File: config.mk
export PLATFORM = sky130hd
export DESIGN_NAME = line_buf_ctrl_flat
export DESIGN_NICKNAME = d
export VERILOG_FILES = /design/src/rtl/line_buf_ctrl_pkg.sv /design/src/rtl/line_buf_ctrl_if.sv /design/src/rtl/line_buf_ctrl_frame_watchdog.sv /design/src/rtl/line_buf_ctrl.sv /design/src/flat_wrapper.sv
export SDC_FILE = /design/constraint.sdc
export NUM_CORES = 1
export LEC_CHECK = 0
export BUFFER_PORTS_ARGS = -buffer_cell sky130_fd_sc_hd__buf_2
export CAP_MARGIN = 20
export CORE_MARGIN = 8
export CORE_UTILIZATION = 30
export CTS_CLUSTER_DIAMETER = 100
export CTS_CLUSTER_SIZE = 14
export DETAILED_ROUTE_END_ITERATION = 6
export PLACE_DENSITY = 0.59
export SKIP_LAST_GASP = 1
export SYNTH_ARGS = -nofsm -noshare
export SYNTH_HDL_FRONTEND = slang
export SYNTH_SLANG_ARGS = --single-unit
File: constraint.sdc
create_clock -name vga_clk -period 5.06 [get_ports vga_clk]
set_input_delay 0.253 -clock vga_clk [delete_from_list [all_inputs] [get_ports vga_clk]]
set_output_delay 0.253 -clock vga_clk [all_outputs]
set_load 0.005 [all_outputs]
File: src/rtl/line_buf_ctrl_pkg.sv
// Shared types and default geometry for the line-buffer sequencer.
package line_buf_pkg;

  typedef enum logic [1:0] {
    IDLE = 2'd0,
    FILL = 2'd1,
    RUN  = 2'd2,
    DONE = 2'd3
  } lb_state_e;

  localparam int DEF_COL     = 640;
  localparam int DEF_ROW     = 480;
  localparam int DEF_LINES   = 2;
  localparam int DEF_CW      = 10;
  localparam int DEF_RW      = 10;
  localparam int DEF_TIMEOUT = 4096;

  // Bits needed to count 0..n-1, never less than one.
  function automatic int cnt_width(input int n);
    return (n <= 2) ? 1 : $clog2(n);
  endfunction

endpackage

File: src/rtl/line_buf_ctrl_if.sv
// Pixel-stream inputs and line-FIFO/window control outputs of the sequencer.
interface line_buf_ctrl_if
  import line_buf_pkg::*;
#(
  parameter int LINES = DEF_LINES,
  parameter int CW    = DEF_CW,
  parameter int RW    = DEF_RW
);

  logic             frame_start;
  logic             din_vld;
  logic [LINES-1:0] fifo_wrreq;
  logic [LINES-1:0] fifo_rdreq;
  logic             fifo_sclr;
  logic [CW-1:0]    col_cnt;
  logic [RW-1:0]    row_cnt;
  logic             win_vld;
  logic             win_border;
  logic             frame_done;
  logic             err_overrun;
  logic             timeout;

  modport master (
    output frame_start, din_vld,
    input  fifo_wrreq, fifo_rdreq, fifo_sclr, col_cnt, row_cnt,
           win_vld, win_border, frame_done, err_overrun, timeout
  );

  modport slave (
    input  frame_start, din_vld,
    output fifo_wrreq, fifo_rdreq, fifo_sclr, col_cnt, row_cnt,
           win_vld, win_border, frame_done, err_overrun, timeout
  );

endinterface

File: src/rtl/line_buf_ctrl_frame_watchdog.sv
// Idle-cycle watchdog for an active frame: fires a one-cycle pulse after TIMEOUT
// cycles without a pixel; counter is held at zero whenever not enabled.
module frame_watchdog
  import line_buf_pkg::*;
#(
  parameter int TIMEOUT = DEF_TIMEOUT
)(
  input  logic clk,
  input  logic rst,
  input  logic en,
  input  logic kick,
  output logic fire
);

  localparam int            TW    = cnt_width(TIMEOUT);
  localparam logic [TW-1:0] LIMIT = TW'(TIMEOUT - 1);

  logic [TW-1:0] idle_cnt;

  assign fire = en && !kick && (idle_cnt == LIMIT);

  always_ff @(posedge clk) begin
    if (rst || !en || kick || fire) begin
      idle_cnt <= '0;
    end else begin
      idle_cnt <= idle_cnt + 1'b1;
    end
  end

endmodule

File: src/rtl/line_buf_ctrl.sv
// Line-buffer sequencer: pixel/row counting, line-FIFO strobes, window-valid flags.
// Optional idle watchdog enabled by defining FRAME_TIMEOUT_EN.
module line_buf_ctrl
  import line_buf_pkg::*;
#(
  parameter int COL     = DEF_COL,
  parameter int ROW     = DEF_ROW,
  parameter int LINES   = DEF_LINES,
  parameter int CW      = DEF_CW,
  parameter int RW      = DEF_RW,
  parameter int TIMEOUT = DEF_TIMEOUT
)(
  input logic            vga_clk,
  input logic            rst,
  line_buf_ctrl_if.slave lb
);

  localparam logic [1:0] ST_IDLE = IDLE;
  localparam logic [1:0] ST_FILL = FILL;
  localparam logic [1:0] ST_RUN  = RUN;
  localparam logic [1:0] ST_DONE = DONE;

  logic [1:0]       state;
  logic [1:0]       state_nxt;
  logic [CW-1:0]    col_cnt;
  logic [RW-1:0]    row_cnt;
  logic             active;
  logic             pix;
  logic             col_last;
  logic             row_last;
  logic             wd_fire;
  logic             win_vld;
  logic             win_border;
  logic             frame_done;
  logic             err_overrun;
  logic [LINES-1:0] wrreq;
  logic [LINES-1:0] rdreq;

  // A pixel is only consumed in FILL/RUN; a coincident frame_start drops it.
  assign active   = !rst && (state == ST_FILL || state == ST_RUN);
  assign pix      = active && lb.din_vld && !lb.frame_start;
  assign col_last = (col_cnt == CW'(COL - 1));
  assign row_last = (row_cnt == RW'(ROW - 1));

  // FIFO k delays by k+1 lines: written from row k, read once it holds a full line.
  always_comb begin
    wrreq = '0;
    rdreq = '0;
    for (int k = 0; k < LINES; k++) begin
      wrreq[k] = pix && (row_cnt >= RW'(k));
      rdreq[k] = pix && (row_cnt >= RW'(k + 1));
    end
  end

  always_comb begin
    state_nxt = state;
    if (lb.frame_start) begin
      state_nxt = ST_FILL;
    end else if (wd_fire) begin
      state_nxt = ST_IDLE;
    end else begin
      case (state)
        ST_FILL: if (pix && col_last && row_cnt == RW'(LINES - 1)) state_nxt = ST_RUN;
        ST_RUN:  if (pix && col_last && row_last)                  state_nxt = ST_DONE;
        ST_DONE: state_nxt = ST_IDLE;
        default: state_nxt = state;
      endcase
    end
  end

  always_ff @(posedge vga_clk) begin
    if (rst) begin
      state       <= ST_IDLE;
      col_cnt     <= '0;
      row_cnt     <= '0;
      win_vld     <= 1'b0;
      win_border  <= 1'b0;
      frame_done  <= 1'b0;
      err_overrun <= 1'b0;
    end else begin
      state      <= state_nxt;
      win_vld    <= pix && (row_cnt >= RW'(LINES)) && (col_cnt >= CW'(LINES));
      win_border <= pix && ((row_cnt < RW'(LINES)) || (col_cnt < CW'(LINES)));
      frame_done <= (state_nxt == ST_DONE);
      if (lb.frame_start) begin
        col_cnt     <= '0;
        row_cnt     <= '0;
        err_overrun <= 1'b0;
      end else if (wd_fire) begin
        col_cnt <= '0;
        row_cnt <= '0;
      end else if (pix) begin
        if (col_last) begin
          col_cnt <= '0;
          row_cnt <= row_last ? '0 : row_cnt + 1'b1;
        end else begin
          col_cnt <= col_cnt + 1'b1;
        end
      end else if (!active && lb.din_vld) begin
        err_overrun <= 1'b1;
      end
    end
  end

`ifdef FRAME_TIMEOUT_EN
  frame_watchdog #(
    .TIMEOUT (TIMEOUT)
  ) u_frame_watchdog (
    .clk  (vga_clk),
    .rst  (rst),
    .en   (active && !lb.frame_start),
    .kick (lb.din_vld),
    .fire (wd_fire)
  );
`else
  logic unused_timeout;
  assign unused_timeout = (TIMEOUT != 0);
  assign wd_fire        = 1'b0;
`endif

  assign lb.fifo_wrreq  = wrreq;
  assign lb.fifo_rdreq  = rdreq;
  assign lb.fifo_sclr   = !rst && (lb.frame_start || wd_fire);
  assign lb.col_cnt     = col_cnt;
  assign lb.row_cnt     = row_cnt;
  assign lb.win_vld     = win_vld;
  assign lb.win_border  = win_border;
  assign lb.frame_done  = frame_done;
  assign lb.err_overrun = err_overrun;
  assign lb.timeout     = wd_fire;

endmodule

File: src/flat_wrapper.sv
// flat-port wrapper written by rule: the top's interface ports become plain ports
module line_buf_ctrl_flat import line_buf_pkg::*;
#(
  parameter int COL     = DEF_COL,
  parameter int ROW     = DEF_ROW,
  parameter int LINES   = DEF_LINES,
  parameter int CW      = DEF_CW,
  parameter int RW      = DEF_RW,
  parameter int TIMEOUT = DEF_TIMEOUT
)
  (vga_clk, rst, lb_frame_start, lb_din_vld, lb_fifo_wrreq, lb_fifo_rdreq, lb_fifo_sclr, lb_col_cnt, lb_row_cnt, lb_win_vld, lb_win_border, lb_frame_done, lb_err_overrun, lb_timeout);
  line_buf_ctrl_if #(.LINES(LINES), .CW(CW), .RW(RW)) lb_i ();
  input logic vga_clk;
  input logic rst;
  input wire logic [$bits(lb_i.frame_start)-1:0] lb_frame_start;
  input wire logic [$bits(lb_i.din_vld)-1:0] lb_din_vld;
  output wire logic [$bits(lb_i.fifo_wrreq)-1:0] lb_fifo_wrreq;
  output wire logic [$bits(lb_i.fifo_rdreq)-1:0] lb_fifo_rdreq;
  output wire logic [$bits(lb_i.fifo_sclr)-1:0] lb_fifo_sclr;
  output wire logic [$bits(lb_i.col_cnt)-1:0] lb_col_cnt;
  output wire logic [$bits(lb_i.row_cnt)-1:0] lb_row_cnt;
  output wire logic [$bits(lb_i.win_vld)-1:0] lb_win_vld;
  output wire logic [$bits(lb_i.win_border)-1:0] lb_win_border;
  output wire logic [$bits(lb_i.frame_done)-1:0] lb_frame_done;
  output wire logic [$bits(lb_i.err_overrun)-1:0] lb_err_overrun;
  output wire logic [$bits(lb_i.timeout)-1:0] lb_timeout;
  assign lb_i.frame_start = lb_frame_start;
  assign lb_i.din_vld = lb_din_vld;
  assign lb_fifo_wrreq = lb_i.fifo_wrreq;
  assign lb_fifo_rdreq = lb_i.fifo_rdreq;
  assign lb_fifo_sclr = lb_i.fifo_sclr;
  assign lb_col_cnt = lb_i.col_cnt;
  assign lb_row_cnt = lb_i.row_cnt;
  assign lb_win_vld = lb_i.win_vld;
  assign lb_win_border = lb_i.win_border;
  assign lb_frame_done = lb_i.frame_done;
  assign lb_err_overrun = lb_i.err_overrun;
  assign lb_timeout = lb_i.timeout;
  line_buf_ctrl #(.COL(COL), .ROW(ROW), .LINES(LINES), .CW(CW), .RW(RW), .TIMEOUT(TIMEOUT)) u_core (.vga_clk(vga_clk), .rst(rst), .lb(lb_i));
endmodule
; After elaboration in Yosys (flattened, before gate mapping)
; Cells that the tools add are included.
; Widths: inputs -> output; s select.
[word_totals]
input_bits = 4
elab_cells = 50
register_bits = 26
[classes]
n_eq_ne = 7
n_reduce_logical = 21
n_bitwise = 1
n_addsub = 2
magnitude_cmp = 6
muxes = 6
[op_table]
columns = cell, count
row1 = $add 10x1->10 const B, 2
row2 = $ge 10x1->1 const B, 2
row3 = $ge 10x2->1 const B, 2
row4 = $lt 10x2->1 const B, 2
row5 = $mux 10, 2
row6 = $logic_and 1x1->1, 13
row7 = $eq 10x1->1 const B, 1
row8 = $eq 10x10->1 const B, 1
row9 = $eq 10x9->1 const B, 1
row10 = $eq 2x2->1 const B, 3
row11 = $mux 2, 3
row12 = $pmux 2 s3, 1
row13 = $reduce_and 2->1, 2
row14 = $logic_not 1->1, 3
row15 = $eq 2x1->1 const B, 1
row16 = $logic_or 1x1->1, 2
row17 = $reduce_or 2->1, 1
row18 = $not 1->1, 1

; Logic depth before layout (Yosys ltp)
[depth]
word_depth = 11
ltp_mapped = 9
mapped_depth_nobuf = 7

; Worst setup path after synthesis
; OpenSTA, ideal clock, no wires.
[synth_timing]
path_kind = reg-to-reg
from = register u_core.row_cnt[1], in the netlist u_core.lb.row_cnt[1]
to = register u_core.state[0]
path_stages_with_launch = 7
arrival_time_ns = 2.069
path_slack_ns = 2.926
required_ns = 4.995
setup_time_ns = 0.065
path_cell_list = dfxtp_1 -> ha_1 -> inv_1 -> or4_4 -> or4_1 -> a22oi_1 -> nor2b_1
[synth_between]
elab_chain_cells = 5
word_cells_on_any_way = 8
classes_between = 2 x eq/ne / 4 x mux / 2 x reduce/logical
[synth_lines]
columns = element, line_no
row1 = "start, declared", line_buf_ctrl.sv:26  ; logic [RW-1:0] row_cnt;
row2 = "start signal, assigned", line_buf_ctrl.sv:95  ; row_cnt <= row_last ? '0 : row_cnt + 1'b1;
row3 = $eq 10x9->1 or $eq 10x1->1 (tied branches), "line_buf_ctrl.sv:43, line_buf_ctrl.sv:63"
row4 = "$logic_and 1x1->1, on equally long branches", "line_buf_ctrl.sv:64, line_buf_ctrl.sv:63"
row5 = "$mux 2, on equally long branches", "line_buf_ctrl.sv:64, line_buf_ctrl.sv:63"
row6 = $pmux 2 s3 *, line_buf_ctrl.sv:62  ; case (state)
row7 = $mux 2 *, line_buf_ctrl.sv:57  ; if (lb.frame_start) begin
row8 = "end signal, assigned", line_buf_ctrl.sv:81  ; state <= state_nxt;
row9 = "end, declared", line_buf_ctrl.sv:23  ; logic [1:0] state;
; Every way passes the cells marked *; elsewhere a longest branch is shown, timed or not.
; A chain may end at the register's enable or synchronous reset.

; Worst setup path after layout
[layout_timing]
from = register u_core.state[1]
to = register u_core.state[0]
[layout_between]
elab_chain_cells = 10
word_cells_on_any_way = 14
classes_between = 3 x eq/ne / 4 x mux / 7 x reduce/logical
[layout_lines]
columns = element, line_no
row1 = $eq 2x1->1 or $eq 2x2->1 (tied branches), "line_buf_ctrl.sv:40, line_buf_ctrl.sv:62"
row2 = $logic_or 1x1->1, line_buf_ctrl.sv:40  ; assign active = !rst && (state == ST_FILL || state == ST_RUN);
row3 = $logic_and 1x1->1, line_buf_ctrl.sv:40
row4 = $logic_and 1x1->1 (2 in series), line_buf_ctrl.sv:41  ; assign pix = active && lb.din_vld && !lb.frame_start;
row5 = $logic_and 1x1->1, "line_buf_ctrl.sv:63, line_buf_ctrl.sv:64"
row6 = "$logic_and 1x1->1, on equally long branches", "line_buf_ctrl.sv:64, line_buf_ctrl.sv:63"
row7 = "$mux 2, on equally long branches", "line_buf_ctrl.sv:64, line_buf_ctrl.sv:63"
row8 = $pmux 2 s3 *, line_buf_ctrl.sv:62
row9 = $mux 2 *, line_buf_ctrl.sv:57
; Marked as above.

==> results.json <==
{
  "cts.sinks": 26,
  "drc": 0,
  "ys_ff_latch": 26,
  "p_leak_nw": 0.682,
  "synth_top_area_share_pct": 36.7,
  "post-cts-setup-buffer-count": 0,
  "syn-instance-count": 167,
  "io_pins": 34,
  "antenna_found_initial": 0,
  "rsz0062_at_grt": "no",
  "finalHoldViolations": 0,
  "dp_worst_setup_slack_ps": 2530,
  "cts_root_buffer": "clkbuf_8",
  "routed_wl_um": 3340,
  "timing.final.crit_period_ps": 2540,
  "crit_arrival_ps": 2760,
  "cp_max_fo": 15,
  "clkLatencyLatePin_ps": 270,
  "grt_max_degree": 16,
  "overflow": 0,
  "gp_congestion": 0.749,
  "wl_per_cell_um": 13.4,
  "fin_ws_ps": 2520,
  "postSynthAreaPerCell_sq_um": 8.49,
  "maxCapViolCount": 0,
  "min_from": "rst",
  "whs_ps": 203,
  "rows": 25,
  "syn_nets": 181,
  "ant_nets": 0,
  "start_util_pct": 30.6,
  "drv_slew": 0,
  "peakVddDrop_mv": 0.0875,
  "ctsResizeCount": 0,
  "required_ps": 5270,
  "min_to": "u_core.state[0]$_SDFF_PP0_",
  "numCtsBuffers": 3,
  "clkTransAtPathRegs_ps": 90,
  "seq_area_sq_um": 520,
  "grt_pass1_wl_um": 5800,
  "timing.fmax_mhz": 393,
  "cts_hold_buf": 0,
  "grt.total_usage_pct": 9.74,
  "htreeDepth": 1,
  "syn_area_sq_um": 1420,
  "timing.setup.tns_ps": 0,
  "cts_tree": "done",
  "nFillCells": 502,
  "n_antenna_cell": 0,
  "hp-class": "primary input to flop",
  "start_kind": "flop",
  "hold_depth": 2,
  "vias": 1241,
  "timing.rr.end": "u_core.state[0]$_SDFF_PP0_",
  "drt-initial-drc-count": 158,
  "cts.path.max_buffers": 2,
  "post-route-period-util_pct": 50.3,
  "yosysWarnings": 0,
  "multi_input_area_sq_um": 808,
  "max-slew-margin-rel_pct": 57.4,
  "reg2reg_depth": 7,
  "r2r_slack_ps": 2520,
  "synth_largest_area_cell": "dfxtp_1",
  "yosys-top-cells-area": "dfxtp_1, ha_1, nor2_1",
  "die_h_um": 84.7,
  "synth-seq-area-share_pct": 36.7,
  "nets": 210,
  "core_area_sq_um": 4630,
  "die_w_um": 84.7,
  "p_per_area_nw_per_um2": 219,
  "dp_hpwl_um": 2560,
  "fin_skew_ps": 2.52,
  "crit_type": "flop to flop",
  "area_growth_pct": 16.1,
  "layout-drive-gt1-share_pct": 22.1,
  "grt_pass1_vias": 1186,
  "r2r_start": "u_core.state[1]$_SDFF_PP0_",
  "finalSetupViolations": 0,
  "numPortBuffers": 32,
  "avgViaCountPerCell": 4.98,
  "dr.pass1.iters": 4,
  "fp.dieArea_sq_um": 7180,
  "synthDistinctLibCells": 40,
  "crit_path_end_kind": "flop",
  "status": "completed",
  "tightest_slew_ps": 633
}
logic make-up (layout without fill, tap and decap cells):
family,Yosys count,count (layout),share of synthesized area (%)
and+or+nand+nor,76,76,29.1
DFF,26,26,36.7
AOI/OAI and AO/OA,24,24,10.7
buffers and inverters,17,45,6.27
xor gates and xnor gates,12,12,7.41
adders and majority gates,10,10,8.83
other,1,1,0.265
muxes,1,1,0.706
sequential cells by signal, indices dropped and copies added, names as in the netlist:
| register | flops |
|---|---|
| u_core.lb.win_border | 1 |
| u_core.lb.row_cnt | 10 |
| u_core.lb.err_overrun | 1 |
| u_core.lb.win_vld | 1 |
| u_core.lb.col_cnt | 10 |
| u_core.lb.frame_done | 1 |
| u_core.state | 2 |
synth_stat cells:
master     count
a21oi_1        6
a22oi_1        2
a311oi_1       1
a31oi_1        1
and2_1         2
and2b_2        1
and3_1         2
and4_1         2
and4bb_2       2
buf_2          2
buf_4          4
buf_6          1
clkbuf_1       1
conb_1         1
dfxtp_1       26
ha_1          10
inv_1          9
mux2i_1        1
nand2_1        9
nand2b_1       1
nand3_1       10
nand4_1        5
nand4_2        1
nand4b_1       1
nor2_1        23
nor2b_1        2
nor3_1         4
nor4_1         5
o2111ai_1      1
o21a_1         1
o21ai_0        8
o311a_1        1
o31a_1         2
o31ai_1        1
or2_2          2
or3_1          2
or4_1          1
or4_4          1
xnor2_1        7
xor2_1         5
metal layers:
layer | global-route usage (%) | wire length [um] | up-vias | share of wire, %
li1 | - | - | 636 | -
met1 | 12.4 | 1510 | 567 | 45
met2 | 15.6 | 1600 | 34 | 48
met3 | 1.95 | 188 | 4 | 5.6
met4 | 3.88 | 38 | 0 | 1.1
met5 | 0 | 0 | - | 0
report_power, final:
part           leakage (nW)  internal [mW]  switching (mW)  total, mW
Combinational         0.443        0.00649          0.0109     0.0174
Clock                0.0288         0.0696          0.0657      0.135
Sequential            0.210          0.206         0.00106      0.207
Total                 0.682          0.282          0.0776      0.360
worst max-delay path: stages (launching register included):
cell and delay, ps:
dfxtp_1 380, inv_1 90, ha_1 320, and4bb_2 360, nand4_2 340, or4_1 630, a22oi_1 210, nor2b_1 150
worst max-delay path by stage:
stage / startpoint / to / slack, ps / depth (start not counted)
6_report: u_core.state[1]$_SDFF_PP0_ / u_core.state[0]$_SDFF_PP0_ / 2520 / 7
5_1_grt: u_core.state[1]$_SDFF_PP0_ / u_core.state[0]$_SDFF_PP0_ / 2320 / 7
4_1_cts: u_core.state[1]$_SDFF_PP0_ / u_core.state[0]$_SDFF_PP0_ / 2500 / 7
3_5_place_dp: u_core.state[1]$_SDFF_PP0_ / u_core.state[0]$_SDFF_PP0_ / 2530 / 7
3_3_place_gp: u_core.state[1]$_SDFF_PP0_ / u_core.state[0]$_SDFF_PP0_ / 2600 / 7
2_1_floorplan: u_core.lb.row_cnt[1]$_SDFFE_PP0P_ / u_core.state[0]$_SDFF_PP0_ / 2930 / 6
stage by stage:
step           std cells  power [mW]  instance area, sq um  utilization, %
2_1_floorplan        167       0.224                  1420               -
3_3_place_gp         245       0.229                  1590            34.4
3_5_place_dp         245       0.230                  1590            34.4
4_1_cts              249       0.366                  1650            35.5
5_1_grt              249       0.378                  1650            35.5
6_report             249       0.360                  1650            35.5
cell type report:
class / instances / share of cell area (%)
flip-flops and latches: 26 / 31.6
clock buffers: 4 / 3.35
well taps: 54 / 4.11
inverters: 9 / 2.05
multi-input cells: 124 / 49.1
repair buffers: 32 / 9.73
layout by cell type, fill, tap and decap left out, types with 4 or more instances in the layout:
master / n
xor2_1: 5
clkbuf_8: 4
nand3_1: 10
nor4_1: 5
xnor2_1: 7
nand2_1: 9
ha_1: 10
inv_1: 9
dfxtp_1: 26
buf_2: 32
nor3_1: 4
nand4_1: 5
o21ai_0: 8
nor2_1: 23
a21oi_1: 6
Note: power is estimated with default switching activity, not from simulation.
